[src/rtl/muldiv_pkg.sv]
// Shared types and constants for the iterative multiply/divide unit.
// The decoder imports op_t from here to encode the unit's operation field.
package muldiv_pkg;

  localparam int XLEN = 32;

  typedef enum logic [1:0] {
    OP_MUL  = 2'd0,
    OP_UDIV = 2'd1,
    OP_SDIV = 2'd2
  } op_t;

  typedef enum logic [1:0] {
    IDLE = 2'd0,
    RUN  = 2'd1,
    DONE = 2'd2
  } state_t;

  // The reserved encoding 2'b11 executes as a multiply.
  function automatic op_t decode_op(input logic [1:0] raw);
    case (raw)
      2'b01:   return OP_UDIV;
      2'b10:   return OP_SDIV;
      default: return OP_MUL;
    endcase
  endfunction

endpackage

[src/rtl/muldiv_if.sv]
// Issue and register-file writeback bundle between the decode stage and muldiv_unit.
// The decode stage uses the master modport; the execution unit uses the slave modport.
interface muldiv_if #(
  parameter int XLEN = muldiv_pkg::XLEN
);

  logic            start;
  logic [1:0]      op;
  logic [XLEN-1:0] opA;
  logic [XLEN-1:0] opB;
  logic [3:0]      dest;
  logic            flush;
  logic            busy;
  logic            wb_en;
  logic [3:0]      wb_addr;
  logic [XLEN-1:0] wb_data;

  modport master (
    output start, op, opA, opB, dest, flush,
    input  busy, wb_en, wb_addr, wb_data
  );

  modport slave (
    input  start, op, opA, opB, dest, flush,
    output busy, wb_en, wb_addr, wb_data
  );

endinterface

[src/rtl/muldiv_step.sv]
// One combinational iteration: a shift-add multiply step or a restoring divide step.
// Multiply: acc=product, a=multiplicand, b=multiplier. Divide: acc=remainder, a=dividend/quotient, b=divisor.
module muldiv_step #(
  parameter int XLEN = 32
) (
  input  logic            is_div,
  input  logic [XLEN-1:0] acc_i,
  input  logic [XLEN-1:0] a_i,
  input  logic [XLEN-1:0] b_i,
  output logic [XLEN-1:0] acc_o,
  output logic [XLEN-1:0] a_o,
  output logic [XLEN-1:0] b_o
);

  logic [XLEN:0] shifted;
  logic [XLEN:0] diff;

  always_comb begin
    shifted = {acc_i, a_i[XLEN-1]};
    diff    = shifted - {1'b0, b_i};
    acc_o   = acc_i;
    a_o     = a_i;
    b_o     = b_i;
    if (is_div) begin
      // A clear borrow bit means the divisor fits, so this quotient bit is 1.
      if (!diff[XLEN]) begin
        acc_o = diff[XLEN-1:0];
        a_o   = {a_i[XLEN-2:0], 1'b1};
      end else begin
        acc_o = shifted[XLEN-1:0];
        a_o   = {a_i[XLEN-2:0], 1'b0};
      end
    end else begin
      acc_o = acc_i + (b_i[0] ? a_i : '0);
      a_o   = a_i << 1;
      b_o   = b_i >> 1;
    end
  end

endmodule

[src/rtl/muldiv_unit.sv]
// Iterative multiply/divide unit: one iteration per cycle, result returned as a
// one-cycle register-file writeback pulse. The decoder stalls issue while busy is high.
module muldiv_unit #(
  parameter int XLEN  = muldiv_pkg::XLEN,
  parameter int CNT_W = 6
) (
  input  logic     clk,
  input  logic     rst_n,
  muldiv_if.slave  bus
);

  import muldiv_pkg::*;

  localparam logic [1:0] ST_IDLE = IDLE;
  localparam logic [1:0] ST_RUN  = RUN;
  localparam logic [1:0] ST_DONE = DONE;

  logic [1:0]      state_q, state_d;
  logic [CNT_W-1:0] cnt_q, cnt_d;
  op_t             op_q, op_d;
  logic [3:0]      dest_q, dest_d;
  logic            neg_q, neg_d;
  logic [XLEN-1:0] acc_q, acc_d;
  logic [XLEN-1:0] a_q, a_d;
  logic [XLEN-1:0] b_q, b_d;
  logic [3:0]      wb_addr_q, wb_addr_d;
  logic [XLEN-1:0] wb_data_q, wb_data_d;

  logic [XLEN-1:0] acc_step, a_step, b_step;
  logic [XLEN-1:0] quot, result;
  logic [XLEN-1:0] abs_a, abs_b;
  op_t             op_in;
  logic            div_zero;
  logic            is_div;

  assign is_div = (op_q != OP_MUL);

  muldiv_step #(.XLEN(XLEN)) u_step (
    .is_div (is_div),
    .acc_i  (acc_q),
    .a_i    (a_q),
    .b_i    (b_q),
    .acc_o  (acc_step),
    .a_o    (a_step),
    .b_o    (b_step)
  );

  always_comb begin
    op_in    = decode_op(bus.op);
    div_zero = (op_in != OP_MUL) && (bus.opB == '0);
    abs_a    = bus.opA[XLEN-1] ? -bus.opA : bus.opA;
    abs_b    = bus.opB[XLEN-1] ? -bus.opB : bus.opB;
    quot     = neg_q ? -a_step : a_step;
    result   = (op_q == OP_MUL) ? acc_step : quot;

    state_d   = state_q;
    cnt_d     = cnt_q;
    op_d      = op_q;
    dest_d    = dest_q;
    neg_d     = neg_q;
    acc_d     = acc_q;
    a_d       = a_q;
    b_d       = b_q;
    wb_addr_d = wb_addr_q;
    wb_data_d = wb_data_q;

    case (state_q)
      ST_IDLE: begin
        if (bus.start && !bus.flush) begin
          op_d   = op_in;
          dest_d = bus.dest;
          cnt_d  = '0;
          acc_d  = '0;
          neg_d  = (op_in == OP_SDIV) && (bus.opA[XLEN-1] ^ bus.opB[XLEN-1]);
          a_d    = (op_in == OP_SDIV) ? abs_a : bus.opA;
          b_d    = (op_in == OP_SDIV) ? abs_b : bus.opB;
          // A zero divisor needs no iterations: the result is defined as 0.
          if (div_zero) begin
            state_d   = ST_DONE;
            wb_data_d = '0;
            wb_addr_d = bus.dest;
          end else begin
            state_d = ST_RUN;
          end
        end
      end
      ST_RUN: begin
        if (bus.flush) begin
          state_d = ST_IDLE;
        end else begin
          acc_d = acc_step;
          a_d   = a_step;
          b_d   = b_step;
          cnt_d = cnt_q + CNT_W'(1);
          if (cnt_q == CNT_W'(XLEN-1)) begin
            state_d   = ST_DONE;
            wb_data_d = result;
            wb_addr_d = dest_q;
          end
        end
      end
      ST_DONE: state_d = ST_IDLE;
      default: state_d = ST_IDLE;
    endcase
  end

  always_ff @(posedge clk) begin
    if (!rst_n) begin
      state_q   <= ST_IDLE;
      cnt_q     <= '0;
      op_q      <= OP_MUL;
      dest_q    <= '0;
      neg_q     <= 1'b0;
      acc_q     <= '0;
      a_q       <= '0;
      b_q       <= '0;
      wb_addr_q <= '0;
      wb_data_q <= '0;
    end else begin
      state_q   <= state_d;
      cnt_q     <= cnt_d;
      op_q      <= op_d;
      dest_q    <= dest_d;
      neg_q     <= neg_d;
      acc_q     <= acc_d;
      a_q       <= a_d;
      b_q       <= b_d;
      wb_addr_q <= wb_addr_d;
      wb_data_q <= wb_data_d;
    end
  end

  assign bus.busy    = (state_q != ST_IDLE);
  assign bus.wb_en   = (state_q == ST_DONE) && !bus.flush;
  assign bus.wb_addr = wb_addr_q;
  assign bus.wb_data = wb_data_q;

endmodule

[src/flat_wrapper.sv]
// flat-port wrapper written by rule: the top's interface ports become plain ports
module muldiv_unit_flat import muldiv_pkg::*;
#(
  parameter int XLEN  = muldiv_pkg::XLEN,
  parameter int CNT_W = 6
)
  (clk, rst_n, bus_start, bus_op, bus_opA, bus_opB, bus_dest, bus_flush, bus_busy, bus_wb_en, bus_wb_addr, bus_wb_data);
  muldiv_if #(.XLEN(XLEN)) bus_i ();
  input  logic clk;
  input  logic rst_n;
  input wire logic [$bits(bus_i.start)-1:0] bus_start;
  input wire logic [$bits(bus_i.op)-1:0] bus_op;
  input wire logic [$bits(bus_i.opA)-1:0] bus_opA;
  input wire logic [$bits(bus_i.opB)-1:0] bus_opB;
  input wire logic [$bits(bus_i.dest)-1:0] bus_dest;
  input wire logic [$bits(bus_i.flush)-1:0] bus_flush;
  output wire logic [$bits(bus_i.busy)-1:0] bus_busy;
  output wire logic [$bits(bus_i.wb_en)-1:0] bus_wb_en;
  output wire logic [$bits(bus_i.wb_addr)-1:0] bus_wb_addr;
  output wire logic [$bits(bus_i.wb_data)-1:0] bus_wb_data;
  assign bus_i.start = bus_start;
  assign bus_i.op = bus_op;
  assign bus_i.opA = bus_opA;
  assign bus_i.opB = bus_opB;
  assign bus_i.dest = bus_dest;
  assign bus_i.flush = bus_flush;
  assign bus_busy = bus_i.busy;
  assign bus_wb_en = bus_i.wb_en;
  assign bus_wb_addr = bus_i.wb_addr;
  assign bus_wb_data = bus_i.wb_data;
  muldiv_unit #(.XLEN(XLEN), .CNT_W(CNT_W)) u_core (.clk(clk), .rst_n(rst_n), .bus(bus_i));
endmodule
[config.mk]
export PLATFORM = sky130hd
export DESIGN_NAME = muldiv_unit_flat
export DESIGN_NICKNAME = d
export VERILOG_FILES = /design/src/rtl/muldiv_pkg.sv /design/src/rtl/muldiv_if.sv /design/src/rtl/muldiv_step.sv /design/src/rtl/muldiv_unit.sv /design/src/flat_wrapper.sv
export SDC_FILE = /design/constraint.sdc
export NUM_CORES = 1
export LEC_CHECK = 0
export BUFFER_PORTS_ARGS = -buffer_cell sky130_fd_sc_hd__buf_2
export CAP_MARGIN = 20
export CORE_MARGIN = 4
export CORE_UTILIZATION = 30
export DETAILED_ROUTE_END_ITERATION = 7
export HOLD_SLACK_MARGIN = 0.03
export PLACE_DENSITY_LB_ADDON = 0.1
export SLEW_MARGIN = 0
export SYNTH_ARGS = -nofsm -noshare
export SYNTH_HDL_FRONTEND = slang
export SYNTH_HIERARCHICAL = 1
export SYNTH_SLANG_ARGS = --single-unit
[constraint.sdc]
create_clock -name clk -period 4.82 [get_ports clk]
set_clock_uncertainty 0.1 [all_clocks]
set_input_delay 0.723 -clock clk [delete_from_list [all_inputs] [get_ports clk]]
set_output_delay 0.723 -clock clk [all_outputs]
set_load 0.01 [all_outputs]
* Yosys cells after proc, flatten, opt, wreduce, memory -nomap -nowiden *
Cells that the tools add are included.

word-level totals
  input bits = 74
  register bits = 147
  word-level logic and storage cells = 86
  output and inout port bits = 38

cells by class
  muxes and demuxes = 40
  equality and inequality tests = 12
  bitwise gates (word level) = 1
  reduce and logical (&&, ||, !) cells = 17
  add/subtract/negate cells = 6

operator list
  cell                                                                      number
  32-bit 2-to-1 mux                                                         20
  32-bit case mux with 2 select lines                                       4
  32-bit negator                                                            3
  33-bit by 32-bit subtractor with 33-bit output                            1
  32-bit adder                                                              1
  32-bit zero test                                                          1
  4-bit 2-to-1 mux                                                          4
  6-bit 2-to-1 mux                                                          2
  6-bit case mux with 2 select lines                                        1
  2-bit 2-to-1 mux                                                          4
  2-bit case mux with 2 select lines                                        2
  4-bit case mux with 2 select lines                                        1
  2-bit nonzero test                                                        4
  6-bit by 1-bit adder with 6-bit output (second input constant)            1
  2-bit equality test (second input constant)                               3
  6-bit by 5-bit equality test with 1-bit output (second input constant)    1
  2-bit by 1-bit inequality test with 1-bit output (second input constant)  3
  5-bit AND reduction                                                       1
  2-bit by 1-bit equality test with 1-bit output (second input constant)    2
  1-bit logical AND                                                         4
  2-bit zero test                                                           2
  2-bit inequality test (second input constant)                             2
  2-bit AND reduction                                                       2
  4-bit AND reduction                                                       1
  other kinds (5)                                                           6

* Depth between registers and ports, before layout *
  depth in word-level cells = 9
  gate-level depth with buffers = 21
  mapped depth without buffers = 20

* Hierarchy *
The synthesis kept the hierarchy.

modules (own cells, without submodules)
  module       cells an instance  area an instance (um^2)  sequential area each (um^2)  times used
  muldiv_unit  1083               8262.9                   2942.8                       1
  muldiv_step  720                4768.3                   0.0                          1

* Worst setup path before layout *
Ideal clock, no wire load.

  path kind = reg-to-reg
  start point = register u_core.b_q[17]
  end point = register u_core.wb_data_q[28], in the netlist u_core/bus.wb_data[28]
  required time = 4606 ps
  arrival time = 4002 ps
  library setup time = 114 ps
  cell stages (with the launch flop) = 21
  buffers on the path = 1
  path slack = 604 ps
  cells stage by stage = dfxtp_1 -> inv_1 -> ha_1 -> a21oi_2 -> o21ai_2 -> nor4b_4 -> nand3_1 -> a221o_1 -> a21o_1 -> a311oi_2 -> buf_6 -> or2_1 -> inv_1 -> inv_1 -> ha_1 -> nor2b_1 -> nand4_1 -> o41ai_1 -> xor2_1 -> o21ai_0 -> a21o_1

between the ends
  longest elaborated chain between the ends = 9
  elaborated cells between the ends (all ways) = 11
  those cells by class = 2 x add/sub; 9 x mux

RTL lines
  what                                            RTL line            RTL
  from (decl)                                     muldiv_unit.sv:25   logic [XLEN-1:0] b_q, b_d;
  from (signal assigned)                          muldiv_unit.sv:116  b_q <= '0;
  from (signal assigned)                          muldiv_unit.sv:127  b_q <= b_d;
  33-bit by 32-bit subtractor with 33-bit output  muldiv_step.sv:20   diff = shifted - {1'b0, b_i};
  1-bit 2-to-1 mux                                muldiv_step.sv:26   if (!diff[XLEN]) begin
  1-bit 2-to-1 mux                                muldiv_step.sv:24   if (is_div) begin
  named net u_core.a_step[0]                      muldiv_unit.sv:29   logic [XLEN-1:0] acc_step, a_step, b_step;
  32-bit negator                                  muldiv_unit.sv:53   quot = neg_q ? -a_step : a_step;
  32-bit 2-to-1 mux                               muldiv_unit.sv:53
  32-bit 2-to-1 mux                               muldiv_unit.sv:54   result = (op_q == OP_MUL) ? acc_step : quot;
  32-bit 2-to-1 mux                               muldiv_unit.sv:95   if (cnt_q == CNT_W'(XLEN-1)) begin
  32-bit 2-to-1 mux                               muldiv_unit.sv:88   if (bus.flush) begin
  32-bit case mux with 2 select lines             muldiv_unit.sv:67   case (state_q)
  to (signal assigned)                            muldiv_unit.sv:129  wb_data_q <= wb_data_d;
  to (decl)                                       muldiv_unit.sv:27   logic [XLEN-1:0] wb_data_q, wb_data_d;

The timed path passes the listed nets, and every way through them passes these cells. The select of a mux whose other input is x is not followed.
A chain may end at the register's enable or synchronous reset.

* Worst setup path after layout *
  start point = register u_core.a_q[31]
  end point = register u_core.wb_data_q[22], in the netlist u_core/bus.wb_data[22]

between the ends
  longest elaborated chain between the ends = 9
  elaborated cells between the ends (all ways) = 11
  those cells by class = 2 x add/sub; 9 x mux

RTL lines
  what                                            RTL line            RTL
  from (decl)                                     muldiv_unit.sv:24   logic [XLEN-1:0] a_q, a_d;
  from (signal assigned)                          muldiv_unit.sv:115  a_q <= '0;
  from (signal assigned)                          muldiv_unit.sv:126  a_q <= a_d;
  33-bit by 32-bit subtractor with 33-bit output  muldiv_step.sv:20
  1-bit 2-to-1 mux                                muldiv_step.sv:26
  1-bit 2-to-1 mux                                muldiv_step.sv:24
  named net u_core.a_step[0]                      muldiv_unit.sv:29
  32-bit negator                                  muldiv_unit.sv:53
  32-bit 2-to-1 mux                               muldiv_unit.sv:53
  32-bit 2-to-1 mux                               muldiv_unit.sv:54
  32-bit 2-to-1 mux                               muldiv_unit.sv:95
  32-bit 2-to-1 mux                               muldiv_unit.sv:88
  32-bit case mux with 2 select lines             muldiv_unit.sv:67

The timed path passes the listed nets, and every way through them passes these cells. The select of a mux whose other input is x is not followed.

==> results.sh <==
export IMPL_status="finished clean"
export IMPL_ys_warn_count=6
export IMPL_hold_buffers=0
export IMPL_worst_ep_arrival_time_ns=4.86
export IMPL_cts_sinks=147
export IMPL_yosysTopAreaCellShare_pct=22.58
export IMPL_hold_class="reg2reg"
export IMPL_clkLatencyLatePin_ns=0.47
export IMPL_worst_ep_required_time_ns=5.08
export IMPL_period_needed_ns=4.601
export IMPL_grt_max_degree=74
export IMPL_synth_cells=1803
export IMPL_start_util_pct=30.32
export IMPL_dr_wl_met2_microns=22090
export IMPL_syn_area_sq_um=13030
export IMPL_cts_buffer_depth=2
export IMPL_grt_overflow=0
export IMPL_synth_top_flop_cell="dfxtp_1"
export IMPL_dp_hpwl_microns=38640
export IMPL_dr_pass1_iters=5
export IMPL_ys_ff_latch=147
export IMPL_peakVddDrop_uv=289.2
export IMPL_p_per_area_nw_per_um2=243.0
export IMPL_antenna_found_initial=0
export IMPL_cts_max_level=4
export IMPL_slew_headroom_pct=30.62
export IMPL_fp_row_count=76
export IMPL_die_area_sq_um=46840
export IMPL_fin_nets=1998
export IMPL_gp_congestion=0.9265
export IMPL_nFillCells=4703
export IMPL_syn2layout_area_growth_pct=13.82
export IMPL_fp_coreArea_sq_um=42980
export IMPL_top_layer="met4"
export IMPL_syn_nets=1949
export IMPL_ys_top_cells_by_area="dfxtp_1 (23%), ha_1 (6.7%), a21oi_1 (6.4%)"
export IMPL_power_total_mw=3.604
export IMPL_min_period_over_period_pct=95.46
export IMPL_yosysSeqAreaShare_pct=22.58
export IMPL_drc=0
export IMPL_wl_met3_microns=2625
export IMPL_hold_viol=0
export IMPL_num_io_pins=112
export IMPL_fp_dieW_microns=216.4
export IMPL_final_area_sq_um=14830
export IMPL_synthArstFlopShare_pct=0
export IMPL_wl_microns=51920
export IMPL_timing_fmax_ghz=0.2173
export IMPL_setup_viol=0
export IMPL_synth_top_cell_by_area="dfxtp_1"
export IMPL_drive_above_1_share_pct=14.05
export IMPL_fin_util_pct=34.51
export IMPL_maxCapViolCount=0
export IMPL_synth_edf_count=0
export IMPL_syn_area_per_cell_sq_um=7.228
export IMPL_synth_cell_types=79
export IMPL_startpoint_type="flop"
export IMPL_cts_tree="done"
export IMPL_gr_usage_all_layers_pct=21.36
export IMPL_viasPerCell=5.477
export IMPL_clkTransAtPathRegs_ns=0.07
export IMPL_wl_per_cell_microns=21.18
export IMPL_grt_pass1_wl_microns=77980
export IMPL_drt_iter0_markers=1108
export IMPL_power_leakage_nw=6.232
export IMPL_die_h_microns=216.4
export IMPL_endpoint_kind="flop"
export IMPL_ant_nets=0
export IMPL_timing_hold_ws_ns=0.3467
export IMPL_worst_slew_pin_slew_ns=1.041
export IMPL_cp_max_fo=4
export IMPL_portBuffers=111
export IMPL_cts_root_buf="clkbuf_16"
export IMPL_slew_viol_final=0
export IMPL_drt_met1_wl_microns=25690
export IMPL_path_class="reg2reg"
export IMPL_grt_pass1_vias=12600
export IMPL_cts_buffers=17
export IMPL_place_area_sq_um=14120
export IMPL_vias=13420
-- per-stage QoR --
stage | std cells | setup TNS [ns] | setup WS, ns
floorplan | 1803 | 0 | 0.6041
global placement | 2414 | 0 | 0.2151
detailed placement | 2414 | 0 | 0.05600
CTS | 2446 | 0 | 0.04117
global route | 2450 | -0.007466 | -0.007466
finish | 2451 | 0 | 0.2188
-- path summary, 6_finish.rpt --
check	from	endpoint	slack, ns	depth (start not counted)
setup reg to reg	u_core/a_q[31]$_SDFFE_PN0P_	u_core/bus.wb_data[22]$_SDFFE_PN0P_	0.22	22
hold reg to reg	u_core/bus.wb_data[19]$_SDFFE_PN0P_	u_core/bus.wb_data[19]$_SDFFE_PN0P_	0.35	1
setup / recovery	u_core/a_q[31]$_SDFFE_PN0P_	u_core/bus.wb_data[22]$_SDFFE_PN0P_	0.22	22
hold / removal	u_core/bus.wb_data[19]$_SDFFE_PN0P_	u_core/bus.wb_data[19]$_SDFFE_PN0P_	0.35	1
-- critical path: stages, from the launching register on --
cell and delay [ns]:
dfxtp_1 0.31, inv_1 0.06, ha_2 0.19, fa_2 0.22, nand2b_4 0.13, a21oi_1 0.07, o211ai_1 0.37, nand3_1 0.22
a221o_1 0.39, a21o_1 0.22, a311oi_4 0.24, or2_4 0.21, inv_4 0.05, inv_1 0.09, ha_2 0.20, nor2b_2 0.18
nand4_1 0.15, buf_4 0.22, buf_6 0.13, o31ai_1 0.29, xor2_1 0.18, a21oi_1 0.09, a21o_1 0.18
-- cells in the final DEF, fill, tap and decap left out, types with 46 or more instances in the layout --
cell type	n
buf_4	62
dfxtp_1	146
inv_1	62
mux2i_1	46
nand3_1	94
xor2_1	77
a21oi_1	166
buf_2	111
nor2_1	164
nand2_1	192
xnor2_1	58
o21ai_0	106
ha_1	61
-- metal layers --
layer,track usage (%),vias to the layer above
met2,31.75,423
met1,31.82,6399
li1,-,6540
met3,2.706,62
met5,0,-
met4,7.105,0
-- report_power, final --
part | switching, mW | internal, mW
Combinational | 0.627 | 0.346
Sequential | 0.0547 | 1.26
Clock | 0.607 | 0.710
-- cell type report --
type                            instances  area, sq um  area share [%]
Antenna cell                            1        2.502         0.01687
Clock buffer                           20        436.7           2.944
Clock inverter                         12        107.6          0.7255
Inverter                               66        251.5           1.696
Multi-Input combinational cell       1445         9314           62.80
Sequential cell                       147         2944           19.85
Tap cell                              585        732.0           4.935
Timing Repair Buffer                  175         1044           7.036
-- registers in the layout (all words and copies together) (netlist names) --
name	cells
u_core/acc_q	32
u_core/bus.wb_addr	4
u_core/bus.wb_data	32
u_core/state_q	2
u_core/dest_q	4
u_core/op_q	2
u_core/neg_q	1
u_core/b_q	32
u_core/a_q	32
u_core/cnt_q	6
-- synthesized netlist by cell type, drive strengths merged (40+ instances only) --
library cell / n
nor2: 166
nand2: 192
dfxtp: 147
clkbuf: 92
a21o: 40
buf: 53
xnor2: 58
mux2i: 46
xor2: 77
o21ai: 118
a21oi: 169
and2: 42
nand3: 94
a31oi: 40
ha: 70
inv: 65
-- cell families after synthesis --
family / after synthesis / share of synthesized area [%]
and+or+nand+nor: 650 / 23.92
AOI/OAI and AO/OA: 540 / 26.42
buffers and inverters: 211 / 7.268
DFF: 147 / 22.58
xor gates and xnor gates: 135 / 9.073
adders and majority gates: 72 / 7.028
muxes: 48 / 3.706
-- timing repair --
item,in CTS,in global routing
gates resized for setup,0,27
setup buffers,0,3
endpoints found under the setup margin,0,13
Power figures use the tool's default switching activity.
